### src/rtl/tap_controller.sv
// tap_controller: IEEE 1149.1 TAP state machine with registered, glitch-free IR/DR control strobes.
module tap_controller (
  input  logic       clock,
  input  logic       reset,
  input  logic       tms,
  output logic [3:0] state,
  output logic       test_logic_reset,
  output logic       capture_ir,
  output logic       shift_ir,
  output logic       ir_clock_en,
  output logic       update_ir,
  output logic       capture_dr,
  output logic       shift_dr,
  output logic       dr_clock_en,
  output logic       update_dr,
  output logic       select_ir,
  output logic       tdo_enable
);
  typedef enum logic [3:0] {
    TLR  = 4'hF, RTI  = 4'hC,
    SDR  = 4'h7, CDR  = 4'h6, SHDR = 4'h2, E1DR = 4'h1, PDR = 4'h3, E2DR = 4'h0, UDR = 4'h5,
    SIR  = 4'h4, CIR  = 4'hE, SHIR = 4'hA, E1IR = 4'h9, PIR = 4'hB, E2IR = 4'h8, UIR = 4'hD
  } tap_state_e;
  tap_state_e cur, nxt;
  assign state = cur;
  always_comb begin
    nxt = TLR;
    unique case (cur)
      TLR:  nxt = tms ? TLR  : RTI;
      RTI:  nxt = tms ? SDR  : RTI;
      SDR:  nxt = tms ? SIR  : CDR;
      CDR:  nxt = tms ? E1DR : SHDR;
      SHDR: nxt = tms ? E1DR : SHDR;
      E1DR: nxt = tms ? UDR  : PDR;
      PDR:  nxt = tms ? E2DR : PDR;
      E2DR: nxt = tms ? UDR  : SHDR;
      UDR:  nxt = tms ? SDR  : RTI;
      SIR:  nxt = tms ? TLR  : CIR;
      CIR:  nxt = tms ? E1IR : SHIR;
      SHIR: nxt = tms ? E1IR : SHIR;
      E1IR: nxt = tms ? UIR  : PIR;
      PIR:  nxt = tms ? E2IR : PIR;
      E2IR: nxt = tms ? UIR  : SHIR;
      UIR:  nxt = tms ? SDR  : RTI;
    endcase
  end
  // Strobes are registered from the next-state decode so they change only on the clock edge.
  always_ff @(posedge clock or posedge reset) begin
    if (reset) begin
      cur              <= TLR;
      test_logic_reset <= 1'b1;
      capture_ir       <= 1'b0;
      shift_ir         <= 1'b0;
      ir_clock_en      <= 1'b0;
      update_ir        <= 1'b0;
      capture_dr       <= 1'b0;
      shift_dr         <= 1'b0;
      dr_clock_en      <= 1'b0;
      update_dr        <= 1'b0;
      select_ir        <= 1'b0;
      tdo_enable       <= 1'b0;
    end else begin
      cur              <= nxt;
      test_logic_reset <= nxt == TLR;
      capture_ir       <= nxt == CIR;
      shift_ir         <= nxt == SHIR;
      ir_clock_en      <= nxt == CIR || nxt == SHIR;
      update_ir        <= nxt == UIR;
      capture_dr       <= nxt == CDR;
      shift_dr         <= nxt == SHDR;
      dr_clock_en      <= nxt == CDR || nxt == SHDR;
      update_dr        <= nxt == UDR;
      select_ir        <= nxt inside {SIR, CIR, SHIR, E1IR, PIR, E2IR, UIR};
      tdo_enable       <= nxt == SHIR || nxt == SHDR;
    end
  end
endmodule

### config.mk
export PLATFORM = sky130hd
export DESIGN_NAME = tap_controller
export DESIGN_NICKNAME = d
export VERILOG_FILES = /design/src/rtl/tap_controller.sv
export SDC_FILE = /design/constraint.sdc
export NUM_CORES = 1
export LEC_CHECK = 0
export CORE_MARGIN = 10
export CORE_UTILIZATION = 47
export DETAILED_ROUTE_END_ITERATION = 8
export GPL_ROUTABILITY_DRIVEN = 0
export PLACE_DENSITY_LB_ADDON = 0.3
export RECOVER_POWER = 50
export SLEW_MARGIN = 20
export SYNTH_ARGS = -nofsm -noshare
export SYNTH_HDL_FRONTEND = slang
export SYNTH_SLANG_ARGS = --single-unit
### constraint.sdc
create_clock -name clock -period 2.55 [get_ports clock]
set_input_delay 0.51 -clock clock [delete_from_list [all_inputs] [get_ports clock]]
set_output_delay 0.51 -clock clock [all_outputs]
set_load 0.01 [all_outputs]
==> summary.md <==
| Metric | Value |
|---|---|
| Post-CTS Setup Repair Bufs | `0` |
| Crit-path slowest cell | `dfstp_1` |
| Netlist cell types | `22` |
| Post-synthesis mux area share | `0%` |
| Largest net degree at the start of global routing | `18` |
| FF-to-FF setup slack | `1140 ps` |
| Seq cells post-synth | `15` |
| WP buf/inv | `1` |
| # rows | `13` |
| CTS Hold Bufs | `0` |
| Mapped Area | `621 µm²` |
| First-pass GRT wire length | `1970 µm` |
| RSZ-0062 raised after global routing | `false` |
| Commonest cells after routing, fill and taps aside | `clkdlybuf4s50_1 (15), dfrtp_1 (10), o21ai_0 (7)` |
| Status | `complete, no violations` |
| Die X | `56.3 µm` |
| Clk root buf | `clkbuf_4` |
| Routed length per instance | `13.6 µm` |
| Clock H-tree levels | `1` |
| Final setup viols | `0` |
| CP Class | `register to primary output` |
| Vias | `484` |
| Core area | `1270 µm²` |
| Clock Pin Slew Worst Setup and Hold Paths | `90 ps` |
| Share of cells above drive strength 1 | `13.5%` |
| Boundary pin count | `18` |
| Dpl hpwl | `898 µm` |
| Vias in the first global route | `443` |
| Ys flop type | `dfrtp_1` |
| Mapped Cells | `57` |
| Cell area power density | `1190 nW/µm²` |
| CTS-repair resized insts | `0` |
| Post-Layout Inst Area | `810 µm²` |
| Die Area | `3170 µm²` |
| Slew HR | `64.1%` |
| Worst Clk Skew | `7.13 ps` |
| Simple-gate share of the synthesized area | `18.8%` |
| Metal-1 WL | `472 µm` |
| Sequential fraction of the synthesis area | `61.5%` |
| Synthesized Nets | `60` |
| Worst setup margin | `390 ps` |
| Inserted Clock Buffers | `3` |
| Yosys Warn Count | `0` |
| CP Capture Type | `primary output` |
| WP data required | `2040 ps` |
| Compound-gate portion of the synthesized area | `11.7%` |
| Max layer used | `met4` |
| Layout Nets | `78` |
| Hold/Removal Path Class | `register to register` |
| Setup_tns | `0 ps` |
| Initial drt markers | `9` |
| ANT cells | `0` |
| Final Power | `961 µW` |
| Top delay family on crit path | `flip-flops` |
| Max Root-Sink Buffers | `2` |
| DRC Markers | `0` |
| Die Ht | `56.3 µm` |
| Cells along the critical path | `clkdlybuf4s50_1` |
| Max rail drop VDD | `0.539 mV` |
| CP startpoint kind | `register` |
| Slew @ Worst Pin | `537 ps` |
| XOR/XNOR Fraction of Synth Area | `1.41%` |
| Fraction of the cycle the final worst path needs | `84.7%` |
| DR pass1 iterations | `4` |
| Async S/R FF share, synth | `100%` |
| Main combinational cell family by area after synthesis | `simple AND/OR/NAND/NOR gates` |
| Post-synth EDFFs | `0` |
| Synthesis-to-finish area growth | `30.4%` |
| Worst-path fanout max | `12` |
| Total GRT Usage | `7.60%` |
| Hold Vio Cnt, Final | `0` |
| Met2 WL | `572 µm` |
| Leakage | `0.339 nW` |
| CP max stage delay | `750 ps` |
| Critical Path AT | `1650 ps` |
| Vias per Instance | `5.44` |
| CTS tree | `done` |
| Wirelength, routed | `1210 µm` |
| Synth Area in Adders | `0%` |
| Maximum clock rate | `0.463 GHz` |
| Met3 wire len | `147 µm` |
| Post-DRT Antenna Nets | `0` |
| Dpl ws | `750 ps` |
| Syn Area/Cell | `10.9 µm²` |
| PortBufs | `17` |
| Initial Util | `48.9%` |
| Initial antenna violation count | `0` |
| Slew Viols, Final | `0` |
| Maxcap violations | `0` |
| Leading cell type in the layout, fill and taps excluded | `clkdlybuf4s50_1` |
| Period minus WS final | `2160 ps` |
| Clock latency on the worst-skew pair | `280 ps` |
| Total grt overflow | `0` |
| DP Area | `783 µm²` |
| Clock sink count | `15` |
| Number of fill cells | `109` |
[layout make-up]
class                           instances  area, µm²  share of cell area (%)
Sequential cell                        15        382                    47.1
Tap cell                               15       18.8                    2.32
Clock buffer                            4       26.3                    3.25
Timing Repair Buffer                   17        170                    21.0
Inverter                                4       15.0                    1.85
Multi-Input combinational cell         34        198                    24.4
[flip-flops by register name, indices dropped and copies added, names as in the netlist]
name	flops
test_logic_reset	1
update_dr	1
shift_ir	1
tdo_enable	1
dr_clock_en	1
capture_dr	1
ir_clock_en	1
shift_dr	1
state	4
capture_ir	1
select_ir	1
update_ir	1
[worst register-to-register path: stages (launching register included)]
cell and delay [ps]:
dfstp_1 750, and2b_2 300, xnor2_1 130, nor3_1 150
[power breakdown]
part           switching (mW)  total, mW  internal, mW  leakage, nW
sequential              0.116      0.455         0.339        0.186
clock                  0.0721      0.133        0.0607       0.0150
combinational           0.164      0.374         0.210        0.138
[metal layers]
metal	vias up	global-route usage (%)
met5	-	0
met4	0	3.09
met3	2	4.94
met2	15	13.2
met1	234	6.84
li1	233	-
[synth_stat cells (2+ instances only)]
cell type  instances  area share (%)
dfrtp_1           10              40
dfstp_2            5              21
a211oi_1           2             2.4
nand3_1            2             1.6
buf_2              3             2.4
inv_1              4             2.4
nand2_1            4             2.4
nor4_1             2             2.0
nor2_1             4             2.4
nor3_1             3             2.4
o21ai_0            7             5.6
[path summary, 6_finish.rpt]
| kind | cells after the start | endpoint | from |
|---|---|---|---|
| setup / recovery | 1 | state[1] | state[1] |
| hold / removal | 2 | state[2] | state[2] |
| setup reg to reg | 3 | ir_clock_en | state[1] |
| hold reg to reg | 2 | state[2] | state[2] |
| max in group asynchronous | 2 | state[2] | reset |
| min in group asynchronous | 2 | update_dr | reset |
[cells by family (layout without fill, tap and decap cells)]
kind of cell              Yosys count  count (layout)
and+or+nand+nor                    21              21
AOI/OAI and AO/OA                  12              12
xor gates and xnor gates            1               1
DFF                                15              15
buffers and inverters               8              25
[stage by stage]
step	hold slack, ps	utilization, %	cells
final	578	63.8	89
after global routing	607	63.8	89
after CTS	580	63.8	89
after detailed placement	568	61.7	85
after global placement	567	61.7	85
after floorplan	408	-	57
Power figures use the tool's default switching activity.
